File: config.mk
export PLATFORM = sky130hd
export DESIGN_NAME = pwm_capture
export DESIGN_NICKNAME = d
export VERILOG_FILES = /design/src/rtl/pwm_capture.sv
export SDC_FILE = /design/constraint.sdc
export NUM_CORES = 1
export LEC_CHECK = 0
export BUFFER_PORTS_ARGS = -buffer_cell sky130_fd_sc_hd__buf_4
export CAP_MARGIN = 20
export CORE_ASPECT_RATIO = 1.2
export CORE_MARGIN = 4
export CORE_UTILIZATION = 50
export CTS_CLUSTER_DIAMETER = 80
export CTS_CLUSTER_SIZE = 8
export DETAILED_ROUTE_END_ITERATION = 12
export GPL_TIMING_DRIVEN = 0
export PLACE_DENSITY = 0.76
export SETUP_SLACK_MARGIN = 0.5
export SLEW_MARGIN = 20
export SYNTH_ARGS = -nofsm -noshare
export SYNTH_HDL_FRONTEND = slang
export SYNTH_SLANG_ARGS = --single-unit
File: constraint.sdc
create_clock -name clk_i -period 3.15 [get_ports clk_i]
set_input_delay 0.315 -clock clk_i [delete_from_list [all_inputs] [get_ports clk_i]]
set_output_delay 0.315 -clock clk_i [all_outputs]
set_load 0.01 [all_outputs]
File: src/rtl/pwm_capture.sv
`default_nettype none
// ============================================================================
// Module   : pwm_capture
// Purpose  : Receive side of the servo PWM link. Measures the high time and
//            the rising-to-rising period of an asynchronous PWM input in
//            clk_i cycles and flags overflow of the high time and stalled
//            inputs.
// Revision : 1.0 - initial release
// ----------------------------------------------------------------------------
// Ports:
//   clk_i       in   1         system clock
//   rst_ni      in   1         synchronous reset, active low
//   pwm_in_i    in   1         asynchronous PWM input
//   width_o     out  WIDTH_W   last measured high time (cycles, saturating)
//   period_o    out  PERIOD_W  last measured rise-to-rise period (cycles)
//   valid_o     out  1         one-cycle strobe: width_o/period_o updated
//   overflow_o  out  1         high time of the last period exceeded 2^WIDTH_W-1
//   timeout_o   out  1         no edge seen for TIMEOUT_CYC cycles
// ============================================================================
module pwm_capture #(
    parameter int WIDTH_W     = 17,
    parameter int PERIOD_W    = 20,
    parameter int TIMEOUT_CYC = 1048575
) (
    input  logic                clk_i,
    input  logic                rst_ni,
    input  logic                pwm_in_i,
    output logic [WIDTH_W-1:0]  width_o,
    output logic [PERIOD_W-1:0] period_o,
    output logic                valid_o,
    output logic                overflow_o,
    output logic                timeout_o
);

    localparam logic [WIDTH_W-1:0]  H_ONE       = WIDTH_W'(1);
    localparam logic [PERIOD_W-1:0] P_ONE       = PERIOD_W'(1);
    localparam logic [PERIOD_W-1:0] TIMEOUT_LIM = PERIOD_W'(TIMEOUT_CYC);

    typedef enum logic [1:0] {
        S_IDLE = 2'd0,
        S_HIGH = 2'd1,
        S_LOW  = 2'd2
    } state_t;

    // ------------------------------------------------------------------
    // Input synchronizer, history flop and registered edge detect
    // ------------------------------------------------------------------
    logic       sync1_q, sync2_q, sync3_q;
    logic [2:0] prime_q;
    logic       rise_q, fall_q;

    // prime_q marks when sync3_q holds a genuine post-reset sample. Without
    // it, an input that is already high at reset release would look like a
    // rising edge (the flops come out of reset at 0) and a partial pulse
    // would be measured as if it were complete.
    always_ff @(posedge clk_i) begin
        if (!rst_ni) begin
            sync1_q <= 1'b0;
            sync2_q <= 1'b0;
            sync3_q <= 1'b0;
            prime_q <= 3'b000;
            rise_q  <= 1'b0;
            fall_q  <= 1'b0;
        end else begin
            sync1_q <= pwm_in_i;
            sync2_q <= sync1_q;
            sync3_q <= sync2_q;
            prime_q <= {prime_q[1:0], 1'b1};
            rise_q  <= prime_q[2] &  sync2_q & ~sync3_q;
            fall_q  <= prime_q[2] & ~sync2_q &  sync3_q;
        end
    end

    // ------------------------------------------------------------------
    // Measurement FSM
    // ------------------------------------------------------------------
    state_t              state_q, state_d;
    logic [WIDTH_W-1:0]  hcnt_q, hcnt_d;
    logic [PERIOD_W-1:0] pcnt_q, pcnt_d;
    logic                ovf_q, ovf_d;
    logic [WIDTH_W-1:0]  width_q, width_d;
    logic [PERIOD_W-1:0] period_q, period_d;
    logic                valid_q, valid_d;
    logic                overflow_q, overflow_d;
    logic                timeout_q, timeout_d;

    logic [PERIOD_W-1:0] pcnt_sat;
    logic                pcnt_expired;

    always_comb begin
        pcnt_sat     = (pcnt_q == '1) ? pcnt_q : pcnt_q + P_ONE;
        pcnt_expired = (pcnt_q >= TIMEOUT_LIM);
    end

    always_ff @(posedge clk_i) begin
        if (!rst_ni) begin
            state_q    <= S_IDLE;
            hcnt_q     <= '0;
            pcnt_q     <= '0;
            ovf_q      <= 1'b0;
            width_q    <= '0;
            period_q   <= '0;
            valid_q    <= 1'b0;
            overflow_q <= 1'b0;
            timeout_q  <= 1'b0;
        end else begin
            state_q    <= state_d;
            hcnt_q     <= hcnt_d;
            pcnt_q     <= pcnt_d;
            ovf_q      <= ovf_d;
            width_q    <= width_d;
            period_q   <= period_d;
            valid_q    <= valid_d;
            overflow_q <= overflow_d;
            timeout_q  <= timeout_d;
        end
    end

    always_comb begin
        state_d    = state_q;
        hcnt_d     = hcnt_q;
        pcnt_d     = pcnt_q;
        ovf_d      = ovf_q;
        width_d    = width_q;
        period_d   = period_q;
        valid_d    = 1'b0;
        overflow_d = overflow_q;
        timeout_d  = timeout_q;

        case (state_q)
            S_IDLE: begin
                // A fall here is ignored: the first pulse seen after reset
                // or timeout only starts the measurement.
                if (rise_q) begin
                    hcnt_d    = H_ONE;
                    pcnt_d    = P_ONE;
                    ovf_d     = 1'b0;
                    timeout_d = 1'b0;
                    state_d   = S_HIGH;
                end
            end

            S_HIGH: begin
                if (pcnt_expired) begin
                    timeout_d = 1'b1;
                    state_d   = S_IDLE;
                end else begin
                    pcnt_d = pcnt_sat;
                    if (fall_q) begin
                        // The falling edge cycle itself is not high time.
                        state_d = S_LOW;
                    end else if (hcnt_q == '1) begin
                        ovf_d = 1'b1;
                    end else begin
                        hcnt_d = hcnt_q + H_ONE;
                    end
                end
            end

            S_LOW: begin
                // A rise on the same cycle the threshold is reached still
                // closes a valid period.
                if (rise_q) begin
                    width_d    = hcnt_q;
                    period_d   = pcnt_q;
                    overflow_d = ovf_q;
                    valid_d    = 1'b1;
                    hcnt_d     = H_ONE;
                    pcnt_d     = P_ONE;
                    ovf_d      = 1'b0;
                    state_d    = S_HIGH;
                end else if (pcnt_expired) begin
                    timeout_d = 1'b1;
                    state_d   = S_IDLE;
                end else begin
                    pcnt_d = pcnt_sat;
                end
            end

            default: begin
                state_d = S_IDLE;
            end
        endcase
    end

    assign width_o    = width_q;
    assign period_o   = period_q;
    assign valid_o    = valid_q;
    assign overflow_o = overflow_q;
    assign timeout_o  = timeout_q;

endmodule
`default_nettype wire

-- Word-level counts from Yosys, hierarchy flattened
Index checks and enable logic that the tools add are counted.
- register bits after elaboration: 88
- bits of input ports: 3
- output and inout port bits: 40
- word-level logic and storage cells: 75
- add/subtract/negate cells: 2
- $lt $le $gt $ge: 1
- equality and inequality tests: 13
- muxes and demuxes: 26
- bitwise logic cells: 6
- reduce and logical (&&, ||, !) cells: 11
- operator list (operator ; number):
    $mux 20 ; 4
    $mux 17 ; 4
    $pmux 20 s3 ; 1
    $pmux 17 s2 ; 1
    $add 20x1->20 const B ; 1
    $eq 20x20->1 const B ; 1
    $ge 20x20->1 const B ; 1
    $add 17x1->17 const B ; 1
    $eq 17x17->1 const B ; 1
    $ne 2x2->1 const B ; 6
    $mux 2 ; 5
    $reduce_and 5->1 ; 2
    $mux 1 ; 8
    $ne 3x3->1 const B ; 2
    $pmux 2 s3 ; 1
    $reduce_and 2->1 ; 3
    $reduce_and 3->1 ; 2
    $and 1x1->1 ; 4
    $pmux 1 s3 ; 1
    $reduce_bool 3->1 ; 1
    $eq 2x1->1 const B ; 1
    $eq 2x2->1 const B ; 1
    $logic_not 2->1 ; 1
    $ne 2x1->1 const B ; 1
    4 further kinds ; 5

-- Depth between registers and ports, before layout
Gate-level depths: netlist of the first run.
- depth in word-level cells: 5
- mapped depth: 13
- depth with buffers taken out: 10

-- Worst setup path before layout of the first run
Ideal clock, no wire load.
- path kind: reg2reg
- from: register hcnt_q[0]
- to: register hcnt_q[8]
- arrival: 2.200 ns
- data required time: 3.080 ns
- setup slack: 0.880 ns
- cell stages (with the launch flop): 13
- path buffers: 2
- cell sequence: dfxtp_1 > ha_1 > and2_1 > clkbuf_1 > nand2_1 > nor2_1 > ha_1 > o21a_1 > nor2_1 > o21ai_4 > buf_6 > or3_1 > a21oi_1
- longest elaborated chain between the ends: 5
- elaborated cells between the ends (all ways): 8
- classes of those cells: 1 x add/sub; 2 x eq/ne; 4 x mux; 1 x reduce/logical
- ends and longest elaborated chain (item ; RTL line ; source):
    from (decl) ; 78 ; logic [WIDTH_W-1:0] hcnt_q, hcnt_d;
    from (signal assigned) ; 108 ; hcnt_q <= hcnt_d;
    $add 17x1->17 ; 155 ; hcnt_d = hcnt_q + H_ONE;
    $mux 17 ; 152 ; end else if (hcnt_q == '1) begin
    $mux 17 ; 149 ; if (fall_q) begin
    $mux 17 ; 144 ; if (pcnt_expired) begin
    $pmux 17 s2 ; 130 ; case (state_q)
Several ways; a longest one is shown, not always the timed one. The select of a mux whose other input is x is not followed.
A chain may end at the register's enable or synchronous reset.

-- Final worst setup path of the first run
- from: register pcnt_q[1]
- to: register hcnt_q[1]
- longest elaborated chain between the ends: 3
- ends and longest elaborated chain (item ; RTL line ; source):
    from (decl) ; 79 ; logic [PERIOD_W-1:0] pcnt_q, pcnt_d;
    from (signal assigned) ; 109 ; pcnt_q <= pcnt_d;
    $ge 20x20->1 ; 92 ; pcnt_expired = (pcnt_q >= TIMEOUT_LIM);
    $ne 2x2->1 (no source line) ; - ;
    $reduce_and 5->1 (no source line) ; - ;
Every way passes these cells.

==> results_dict.tcl, run 1 <==
set metrics [dict create \
    start_util_pct 51.2 \
    reg2reg_slack_ns 0.66 \
    hold_worst_slack_ns 0.137 \
    min-delay-start "rst_ni" \
    ys_types 42 \
    postSynth.asyncResetShare_pct 0 \
    num_antenna_cells 0 \
    gp_routability_congestion 0.868 \
    grt_use_met3_pct 2.98 \
    via_per_inst 5.54 \
    synth.avg_cell_area_um2 8.26 \
    drtPass1Iterations 4 \
    layout_common_cells "sky130_fd_sc_hd__nand2_1, sky130_fd_sc_hd__dfxtp_1, sky130_fd_sc_hd__a21oi_1" \
    maximum_clock_skew_at_final_layout_ns 0.0132 \
    boundaryPins 43 \
    synth-edff-count 0 \
    globalRouteOverflowTotal 0 \
    numPortBuffers 42 \
    finish.net_count 513 \
    finalPower_mw 2.07 \
    share_of_the_clock_period_used_by_the_worst_path_pct 79.2 \
    worstHoldPathType "input port to flip-flop" \
    global_route.usage.met2_pct 36.6 \
    cts.sink_count 88 \
    remaining_drc_errors 0 \
    critPathCaptureType "flip-flop" \
    areaGrowthSynthToFinish_pct 17.8 \
    timing.setup.tns_ns 0 \
    busiest_layer "met2" \
    drv_cap 0 \
    synth.net_count 458 \
    wire_length_reported_by_the_detailed_router_um 8330 \
    min_delay_worst_endpoint "prime_q[0]" \
    fill_cells 680 \
    worstReg2RegEnd "hcnt_q[1]" \
    worst_setup_path_start_kind "flip-flop" \
    proportion_of_synthesized_chip_area_in_sequential_cells_pct 47.6 \
    fmax_mhz 401 \
    run_status "finished clean" \
    synth_top_area_share_pct 47.6 \
    floorplan.rows 34 \
    dieArea_um2 8850 \
    route.detailed.wl_per_inst_um 13.9 \
    max-vdd-ir-drop_mv 0.348 \
    worst-setup-path-type "flip-flop to flip-flop" \
    r2r.worst_path.cells 9 \
    wire_length_of_the_first_global_routing_pass_um 14400 \
    cts.root.buffer_cell "sky130_fd_sc_hd__clkbuf_8" \
    cts_buffers 9 \
    non_filler_instance_count_after_layout 598 \
    post_detail_place_hpwl_um 5920 \
    global_route.usage.total_pct 20.1 \
    final_layout_size_suffix_gt1_share_pct 14.6 \
    grt_max_degree 16 \
    core_area_um2 7230 \
    1st_iter_drt_viols 182 \
    via_count 3314 \
    leakagePower_nw 1.55 \
    grt_setup_unrepaired "false" \
    gate_count_post_synth 448 \
    vias_in_the_first_global_route 3236 \
    clock_pin_slew_worst_setup_and_hold_paths_ns 0.09 \
    synth.area.top_cells "sky130_fd_sc_hd__dfxtp_1, sky130_fd_sc_hd__nand2_1, sky130_fd_sc_hd__a21oi_1" \
    synth_warnings 0 \
    hold_path_depth 1 \
    critical_path_arrival_ns 2.74 \
    gr-usage-met1_pct 23.0 \
    r2r-start "pcnt_q[1]" \
    pwr_density_cell_nw_per_um2 476 \
    relSlewSlack_pct 34.6 \
    finalCoreUtilization_pct 60.2 \
    floorplan.die.height_um 102 \
    min_period_ns 2.49 \
    placed_cells 580 \
    report.final.slew_viol_count 0 \
    synth-main-ff-cell "sky130_fd_sc_hd__dfxtp_1" \
    horizontal_die_dimension_um 86.5 \
    critical_path_required_ns 3.40 \
    tritoncts "done" \
    layout_commonest_cell "sky130_fd_sc_hd__nand2_1" \
    count_of_endpoints_failing_hold_in_the_final_timing_report 0 \
    setup_viol 0 \
    clock_latency_late_sink_ns 0.36 \
    postSynthRegisterBits 88 \
    cts_buffer_depth 2 \
    initial_antenna_violation_count 0 \
    synth_area_um2 3700 \
    htreeDepth 3 \
    timing_worst_slew_pin_value_ns 0.973 \
    final_antenna_violating_net_count 0 \
    synth_top_cell_by_area "sky130_fd_sc_hd__dfxtp_1" \
    cp_max_fo 10 \
]
kinds of logic after synthesis:
| kind of cell | synth area share [%] |
|---|---|
| xor+xnor | 3.31 |
| flops | 47.6 |
| mux | 0.812 |
| simple gates | 25.4 |
| fa+ha+maj | 2.37 |
| compound gates | 16.7 |
| buf+inv | 3.82 |
through the flow:
step / instance area, µm² / setup WS [ns]
global route: 4360 / 0.509
global placement: 4130 / 0.491
floorplan: 3700 / 0.880
detailed placement: 4130 / 0.459
CTS: 4320 / 0.559
finish: 4360 / 0.656
critical path, cell delays in order, from the launching register on:
cell	delay, ns
sky130_fd_sc_hd__dfxtp_1	0.44
sky130_fd_sc_hd__ha_1	0.26
sky130_fd_sc_hd__nand3_1	0.14
sky130_fd_sc_hd__or4_1	0.51
sky130_fd_sc_hd__buf_2	0.19
sky130_fd_sc_hd__o21ai_4	0.27
sky130_fd_sc_hd__buf_6	0.18
sky130_fd_sc_hd__buf_6	0.15
sky130_fd_sc_hd__mux2i_1	0.18
sky130_fd_sc_hd__nor2_1	0.06
report_power, final:
group / switching, mW / internal [mW] / leakage, nW
combinational: 0.127 / 0.0631 / 0.754
clock: 0.412 / 0.334 / 0.0882
sequential: 0.0139 / 1.12 / 0.711
total: 0.553 / 1.52 / 1.55
registers in the layout, summed over array words and instances, names as in the netlist, 2 cells and up:
signal and cells:
hcnt_q 17, width_o 17, pcnt_q 20, period_o 20, state_q 2, prime_q 3
layer usage:
metal / vias up / part of all wire, %
met5: - / 0
met2: 75 / 53
met3: 11 / 4.3
met4: 0 / 1.3
li1: 1682 / -
met1: 1546 / 42
area by class of cell:
| cell class | instances | area [µm²] | share of cell area, % |
|---|---|---|---|
| plain buffers | 27 | 123 | 2.81 |
| clock buffers | 11 | 151 | 3.48 |
| clock inverters | 5 | 40.0 | 0.919 |
| inverters | 6 | 22.5 | 0.517 |
| well taps | 90 | 113 | 2.58 |
| multi-input cells | 327 | 1810 | 41.6 |
| repair buffers | 44 | 330 | 7.58 |
| flip-flops and latches | 88 | 1760 | 40.5 |
worst max path at each step:
stage                   start   endpoint  slack (ns)
floorplan           hcnt_q[0]  hcnt_q[8]        0.88
global placement    hcnt_q[0]  hcnt_q[1]        0.49
detailed placement  hcnt_q[0]  hcnt_q[1]        0.46
CTS                 hcnt_q[0]  hcnt_q[1]        0.56
global route        hcnt_q[4]  hcnt_q[1]        0.51
finish              pcnt_q[1]  hcnt_q[1]        0.66
repair_timing:
item                                    CTS  global route
resized for setup                         1             8
endpoints found under the setup margin   10            17
hold buffers                              0             0
buffers inserted                          0             2
pin swaps                                 0             1
cells in the mapped netlist, types with 2 or more instances:
cell type,number
sky130_fd_sc_hd__o2111ai_1,6
sky130_fd_sc_hd__o211ai_1,4
sky130_fd_sc_hd__or4_1,6
sky130_fd_sc_hd__buf_1,2
sky130_fd_sc_hd__nor2_1,32
sky130_fd_sc_hd__nand4_1,10
sky130_fd_sc_hd__buf_2,2
sky130_fd_sc_hd__and3_1,4
sky130_fd_sc_hd__ha_1,7
sky130_fd_sc_hd__and4_1,4
sky130_fd_sc_hd__nand3_1,11
sky130_fd_sc_hd__o21ai_1,5
sky130_fd_sc_hd__dfxtp_1,88
sky130_fd_sc_hd__o31ai_1,9
sky130_fd_sc_hd__buf_6,2
sky130_fd_sc_hd__o21bai_1,2
sky130_fd_sc_hd__nor3b_1,2
sky130_fd_sc_hd__or3_1,10
sky130_fd_sc_hd__or2_2,2
sky130_fd_sc_hd__nor3_1,8
sky130_fd_sc_hd__nor2b_1,2
sky130_fd_sc_hd__nand2_1,92
sky130_fd_sc_hd__and2_1,9
sky130_fd_sc_hd__a31oi_1,4
sky130_fd_sc_hd__nor4_1,4
sky130_fd_sc_hd__a21oi_1,58
sky130_fd_sc_hd__clkbuf_1,21
sky130_fd_sc_hd__o21ai_0,8
sky130_fd_sc_hd__xor2_1,14
sky130_fd_sc_hd__inv_1,6
sky130_fd_sc_hd__mux2i_1,3
(Power assumes the default switching activity.)
==> inputs of run 2 (changes only) <==
--- a/config.mk
+++ b/config.mk
@@ -5,6 +5,7 @@
 export SDC_FILE = /design/constraint.sdc
 export NUM_CORES = 1
 export LEC_CHECK = 0
+export ABC_AREA = 1
 export BUFFER_PORTS_ARGS = -buffer_cell sky130_fd_sc_hd__buf_4
 export CAP_MARGIN = 20
 export CORE_ASPECT_RATIO = 1.2
==> constraint.sdc (replaced) <==
create_clock -name clk_i -period 2.42 [get_ports clk_i]
set_input_delay 0.242 -clock clk_i [delete_from_list [all_inputs] [get_ports clk_i]]
set_output_delay 0.242 -clock clk_i [all_outputs]
set_load 0.01 [all_outputs]
==> run 2 against run 1 <==
  * Highest routed layer unchanged
  * Largest power group unchanged
  * Sequential power is 38% higher
  * Combinational power grew to 5.7 times the previous value
  * Flip-flop and latch count stayed put
  * Register-to-register slack got worse by 0.23 ns
  * Critical path depth grew 2
==> results_dict.tcl, run 2 <==
set metrics [dict create \
    critPathCaptureType "flip-flop" \
    synth-edff-count 0 \
    horizontal_die_dimension_um 89.8 \
    final_antenna_violating_net_count 0 \
    dieArea_um2 9530 \
    via_count 4004 \
    fmax_mhz 501 \
    grt_max_degree 17 \
    synth.avg_cell_area_um2 7.14 \
    route.detailed.wl_per_inst_um 14.7 \
    finish.net_count 642 \
    wire_length_reported_by_the_detailed_router_um 10700 \
    routedLengthMet1_um 4190 \
    tritoncts "done" \
    min_delay_worst_endpoint "sync1_q" \
    synth_area_um2 4020 \
    floorplan.die.height_um 106 \
    report.final.slew_viol_count 0 \
    hold_path_depth 3 \
    clock_pin_slew_worst_setup_and_hold_paths_ns 0.09 \
    global_route.usage.total_pct 22.2 \
    cts.sink_count 88 \
    cts_buffers 9 \
    final_layout_size_suffix_gt1_share_pct 22.8 \
    leading_cell_type_by_number_of_instances_after_synthesis "sky130_fd_sc_hd__nand2_1" \
    worstReg2RegEnd "hcnt_q[13]" \
    setup_viol 0 \
    wire_length_of_the_first_global_routing_pass_um 17300 \
    wl_met2_um 5590 \
    ys_types 31 \
    finalPower_mw 3.91 \
    dr_wl_met3_um 599 \
    htreeDepth 3 \
    core_area_um2 7750 \
    setup_slack_ns 0.425 \
    fill_cells 641 \
    count_of_endpoints_failing_hold_in_the_final_timing_report 0 \
    critical_path.cell_chain "nand2_2 -> nor3_4 -> nand2_2 -> nor4_4 -> ha_2 -> a21oi_2 -> nand2_4 -> buf_6 -> nor2_1 -> a21oi_1 -> nor2_1" \
    min_period_ns 1.99 \
    postSynth.asyncResetShare_pct 0 \
    synth.net_count 572 \
    reg2reg_slack_ns 0.43 \
    post_detail_place_hpwl_um 7360 \
    gate_count_post_synth 562 \
    proportion_of_synthesized_chip_area_in_sequential_cells_pct 43.9 \
    timing.setup.tns_ns 0 \
    synth-main-ff-cell "sky130_fd_sc_hd__dfxtp_1" \
    start_util_pct 51.8 \
    min-delay-start "pwm_in_i" \
    numPortBuffers 42 \
    relSlewSlack_pct 60.4 \
    gp_routability_congestion 0.944 \
    critical_path_arrival_ns 2.23 \
    r2r-start "hcnt_q[3]" \
    share_of_the_clock_period_used_by_the_worst_path_pct 82.4 \
    highest-signal-layer "met4" \
    worstHoldPathType "input port to flip-flop" \
    cp_slowest_cell "sky130_fd_sc_hd__dfxtp_1" \
    timing_worst_slew_pin_value_ns 0.594 \
    synth_top_cell_by_area "sky130_fd_sc_hd__dfxtp_1" \
    cp_max_fo 5 \
    pwr_density_cell_nw_per_um2 774 \
    clock_latency_late_sink_ns 0.37 \
    drv_cap 0 \
    worst-setup-path-type "flip-flop to flip-flop" \
    maximum_clock_skew_at_final_layout_ns 0.0203 \
    layout_common_cells "sky130_fd_sc_hd__nand2_1, sky130_fd_sc_hd__nor2_1, sky130_fd_sc_hd__dfxtp_1" \
    post-place-ws_ns 0.0165 \
    leakagePower_nw 2.08 \
    max-vdd-ir-drop_mv 0.334 \
    worst_setup_path_start_kind "flip-flop" \
    vias_in_the_first_global_route 3816 \
    cpPeakStageDelay_ns 0.43 \
    yosys-top-cells-count "sky130_fd_sc_hd__nand2_1, sky130_fd_sc_hd__nor2_1, sky130_fd_sc_hd__dfxtp_1" \
    cts.root.buffer_cell "sky130_fd_sc_hd__clkbuf_8" \
    drtPass1Iterations 5 \
    num_antenna_cells 0 \
    postSynthRegisterBits 88 \
    via_per_inst 5.49 \
    synth_top_area_share_pct 43.9 \
    layout_commonest_cell "sky130_fd_sc_hd__nand2_1" \
    r2r.worst_path.cells 11 \
    1st_iter_drt_viols 262 \
    areaGrowthSynthToFinish_pct 25.7 \
    boundaryPins 43 \
    run_status "finished clean" \
    synth.area.top_cells "sky130_fd_sc_hd__dfxtp_1, sky130_fd_sc_hd__nand2_1, sky130_fd_sc_hd__nor2_1" \
    synth_warnings 0 \
    cts_buffer_depth 2 \
    grt_setup_unrepaired "true" \
    remaining_drc_errors 0 \
    initial_antenna_violation_count 0 \
    floorplan.rows 35 \
    critical_path_required_ns 2.65 \
    globalRouteOverflowTotal 0 \
]
## run 2: cell types whose count changed in the layout (fill, tap and decap cells not counted), moves of 13 or more
| cell | change |
|---|---|
| sky130_fd_sc_hd__nor2_1 | +61 |
| sky130_fd_sc_hd__o21ai_0 | +41 |
| sky130_fd_sc_hd__nand3_1 | +15 |
| sky130_fd_sc_hd__buf_4 | +13 |
| sky130_fd_sc_hd__a21oi_1 | -14 |
| sky130_fd_sc_hd__inv_1 | +40 |
## run 2: per-stage QoR
step	utilization, %	instances	area (µm²)	hold WS, ns
floorplan	-	562	4030	0.270
global placement	57.5	696	4460	0.365
detailed placement	57.5	696	4460	0.367
CTS	63.0	721	4880	0.0509
global route	65.1	729	5050	0.0656
finish	65.1	729	5050	0.0577
## run 2: repair_timing
item / CTS / global route
cloned: 2 / 1
pin swaps: 10 / 12
setup buffers: 6 / 7
resized for setup: 36 / 42
endpoints found under the setup margin: 70 / 77
hold buffers: 1 / 0
endpoints found under the hold margin: 1 / 0
## run 2: cell families after synthesis
group / synth area share (%)
xor gates and xnor gates: 3.27
adders and majority gates: 2.18
buffers and inverters: 7.23
AOI/OAI and AO/OA: 13.9
and+or+nand+nor: 29.5
DFF: 43.9
## run 2: cell type report
cell class | count | area, µm² | share of cell area, %
buffer | 21 | 124 | 2.45
multi-input combinational | 401 | 2110 | 41.9
timing repair buffer | 59 | 467 | 9.25
tap | 92 | 115 | 2.28
inverter | 52 | 200 | 3.97
sequential | 88 | 1780 | 35.2
clock inverter | 7 | 125 | 2.48
clock buffer | 9 | 124 | 2.45
## run 2: critical path, delay by kind of cell, from the launching register on
family | cells | cell delay [ns]
compound gates | 2 | 0.19
buf+inv | 1 | 0.14
simple gates | 7 | 0.85
fa+ha+maj | 1 | 0.25
flops | 1 | 0.43
## run 2: how the worst max path moves through the flow
stage / from / endpoint / slack (ns) / cells after the start
4_1_cts: state_q[0] / width_o[15] / 0.38 / 7
5_1_grt: hcnt_q[3] / hcnt_q[13] / 0.33 / 11
3_5_place_dp: hcnt_q[1] / hcnt_q[8] / 0.02 / 12
2_1_floorplan: hcnt_q[1] / hcnt_q[10] / 0.52 / 12
6_report: hcnt_q[3] / hcnt_q[13] / 0.43 / 11
3_3_place_gp: hcnt_q[1] / hcnt_q[10] / 0.04 / 12
## run 2: layer usage
layer / track usage [%] / vias up
met1: 24.1 / 1842
met3: 4.03 / 35
met4: 12.3 / 0
li1: - / 1971
met5: 0 / -
met2: 40.8 / 156
## run 2: power by group
group	total [mW]	switching, mW	internal, mW	leakage, nW
Sequential	1.57	0.0551	1.51	0.716
Clock	1.25	0.556	0.699	0.125
Combinational	1.08	0.696	0.388	1.24
Total	3.91	1.31	2.60	2.08
==> inputs of run 3 (changes only) <==
--- a/config.mk
+++ b/config.mk
@@ -5,7 +5,7 @@
 export SDC_FILE = /design/constraint.sdc
 export NUM_CORES = 1
 export LEC_CHECK = 0
-export ABC_AREA = 1
+export ABC_AREA = 0
 export BUFFER_PORTS_ARGS = -buffer_cell sky130_fd_sc_hd__buf_4
 export CAP_MARGIN = 20
 export CORE_ASPECT_RATIO = 1.2
==> constraint.sdc (replaced) <==
create_clock -name clk_i -period 2.04 [get_ports clk_i]
set_input_delay 0.204 -clock clk_i [delete_from_list [all_inputs] [get_ports clk_i]]
set_output_delay 0.204 -clock clk_i [all_outputs]
set_load 0.01 [all_outputs]
==> run 3 against run 2 <==
  * Combinational power is 43% lower
  * Flip-flop and latch count unchanged
  * Register-to-register slack lost 0.64 ns
  * Clock skew shrank 0.013 ns
  * Sequential share of layout area fell by 1.4 points
  * Critical path type unchanged
  * The run now ends with setup timing left
  * Total power decreased by 8.0%
  * Clock power about the same
  * Sequential power is 11% higher
  * First-iteration DRC count is 22% lower
  * Global-route usage grew 0.59 points
  * Hold slack worse by 0.013 ns
==> results_dict.tcl, run 3 (synthesis gave the netlist of run 1 again) <==
set metrics [dict create \
    critical_path_arrival_ns 2.54 \
    drtPass1Iterations 5 \
    p_sw_mw 0.980 \
    non_filler_instance_count_after_layout 644 \
    cts_buffers 9 \
    remaining_drc_errors 0 \
    multiInputGateArea_um2 2250 \
    initial_antenna_violation_count 0 \
    vias_in_the_first_global_route 3468 \
    power.share.clock_pct 34.3 \
    boundaryPins 43 \
    timing_worst_slew_pin_value_ns 0.599 \
    post_detail_place_hpwl_um 6050 \
    count_of_endpoints_failing_hold_in_the_final_timing_report 0 \
    report.final.slew_viol_count 0 \
    floorplan.die.height_um 102 \
    relSlewSlack_pct 60.1 \
    worst-setup-path-type "flip-flop to flip-flop" \
    reg2reg_slack_ns -0.21 \
    numPortBuffers 42 \
    dpl_cell_area_um2 4350 \
    gp_routability_congestion 0.846 \
    hold_worst_slack_ns 0.0443 \
    start_util_pct 51.2 \
    grt_setup_unrepaired "true" \
    cts_buffer_depth 2 \
    finalInstanceArea_um2 5400 \
    global_route.usage.total_pct 22.8 \
    min_period_ns 2.25 \
    final_antenna_violating_net_count 0 \
    internal_power_mw 2.61 \
    worst_setup_path_start_kind "flip-flop" \
    clock_latency_late_sink_ns 0.36 \
    critPathCaptureType "flip-flop" \
    grt_max_degree 15 \
    fmax_mhz 444 \
    maximum_clock_skew_at_final_layout_ns 0.00728 \
    num_antenna_cells 0 \
    via_count 3762 \
    layout_common_cells "sky130_fd_sc_hd__nand2_1, sky130_fd_sc_hd__buf_4, sky130_fd_sc_hd__dfxtp_1" \
    core_area_um2 7230 \
    share_of_the_clock_period_used_by_the_worst_path_pct 110 \
    floorplan.rows 34 \
    layout_commonest_cell "sky130_fd_sc_hd__nand2_1" \
    timing.setup.tns_ns -2.33 \
    dieArea_um2 8850 \
    cts.sink_count 88 \
    cts.root.buffer_cell "sky130_fd_sc_hd__clkbuf_8" \
    via_per_inst 5.84 \
    horizontal_die_dimension_um 86.5 \
    wire_length_of_the_first_global_routing_pass_um 16000 \
    max-vdd-ir-drop_mv 0.571 \
    r2r.worst_path.cells 11 \
    leakagePower_nw 1.98 \
    setup_slack_ns -0.211 \
    drv_cap 0 \
    pwr_density_cell_nw_per_um2 665 \
    areaGrowthSynthToFinish_pct 46.0 \
    run_status "complete, but fails checks" \
    comb_power_share_pct 17.1 \
    critical_path_required_ns 2.33 \
    clock_pin_slew_worst_setup_and_hold_paths_ns 0.09 \
    share_seq_of_total_power_pct 48.6 \
    setup_viol 17 \
    globalRouteOverflowTotal 0 \
    1st_iter_drt_viols 204 \
    final_layout_size_suffix_gt1_share_pct 39.0 \
    switching_share_pct 27.3 \
    placed_cells 580 \
    violations "setup timing" \
    worstHoldPathType "input port to flip-flop" \
    fill_cells 478 \
    cp_max_fo 5 \
    finish.net_count 559 \
    htreeDepth 3 \
    route.detailed.wl_per_inst_um 17.4 \
    seqCellArea_um2 1830 \
    tritoncts "done" \
    cts.hold.buffers_added 0 \
    hold_path_depth 1 \
    wire_length_reported_by_the_detailed_router_um 11200 \
]
## run 3: cell count changes in the layout (fill, tap and decap cells not counted), moves of 8 or more
cell / change
sky130_fd_sc_hd__buf_6: +8
sky130_fd_sc_hd__dfxtp_1: -15
sky130_fd_sc_hd__o21ai_0: -48
sky130_fd_sc_hd__dfxtp_4: +13
sky130_fd_sc_hd__nand3_1: -17
sky130_fd_sc_hd__nand2_2: -9
sky130_fd_sc_hd__inv_1: -42
sky130_fd_sc_hd__buf_4: +23
sky130_fd_sc_hd__nor3_1: -10
sky130_fd_sc_hd__and2_1: +8
sky130_fd_sc_hd__nor2_1: -68
## run 3: per-stage QoR
stage               power (mW)  setup WS [ns]  utilization (%)
finish                    3.59         -0.211             74.7
global route              3.70         -0.264             74.7
detailed placement        2.15         -0.454             60.1
CTS                       3.50         -0.168             69.0
global placement          2.15         -0.422             60.1
floorplan                 2.07        -0.0748                -
## run 3: critical path, cell delays in order (launching register included)
cell and delay (ns):
sky130_fd_sc_hd__dfxtp_2 0.34, sky130_fd_sc_hd__ha_4 0.15, sky130_fd_sc_hd__and2_4 0.15, sky130_fd_sc_hd__buf_8 0.12
sky130_fd_sc_hd__nand2_4 0.04, sky130_fd_sc_hd__nor2_2 0.03, sky130_fd_sc_hd__ha_2 0.18, sky130_fd_sc_hd__o21a_1 0.19
sky130_fd_sc_hd__nor2_4 0.19, sky130_fd_sc_hd__o21ai_4 0.11, sky130_fd_sc_hd__or4_1 0.52, sky130_fd_sc_hd__a21oi_2 0.15
## run 3: routing by layer
layer | GRT usage (%) | share of wire, % | vias to the layer above
li1 | - | - | 1781
met3 | 3.95 | 4.3 | 50
met1 | 25.0 | 37 | 1792
met5 | 0 | 0 | -
met4 | 12.6 | 4.7 | 0
met2 | 41.5 | 54 | 139
## run 3: power by group through the flow
stage,logic (mW),registers (mW),clock network (mW)
floorplan,0.271,1.80,0
global placement,0.341,1.81,0
detailed placement,0.345,1.80,0
CTS,0.500,1.76,1.24
global route,0.644,1.75,1.31
finish,0.615,1.75,1.23
## run 3: final cells by class
class | instances | share of cell area, %
plain buffers | 27 | 4.82
clock buffers | 12 | 2.69
clock inverters | 4 | 0.996
inverters | 6 | 0.556
multi-input cells | 328 | 41.7
flip-flops and latches | 88 | 33.9
well taps | 90 | 2.09
repair buffers | 89 | 13.3
## run 3: what timing repair did
| action | 4_1_cts | 5_1_grt |
|---|---|---|
| pin swaps | 19 | 26 |
| endpoints found under the setup margin | 79 | 71 |
| buffers inserted | 19 | 24 |
| gates cloned | 3 | 2 |
| gates resized for setup | 69 | 65 |
## run 3: path summary, 6_finish.rpt
check | start | endpoint
worst max register to register | hcnt_q[1] | hcnt_q[5]
worst max-delay path | hcnt_q[1] | hcnt_q[5]
worst min register to register | sync3_q | rise_q
worst min-delay path | rst_ni | prime_q[0]
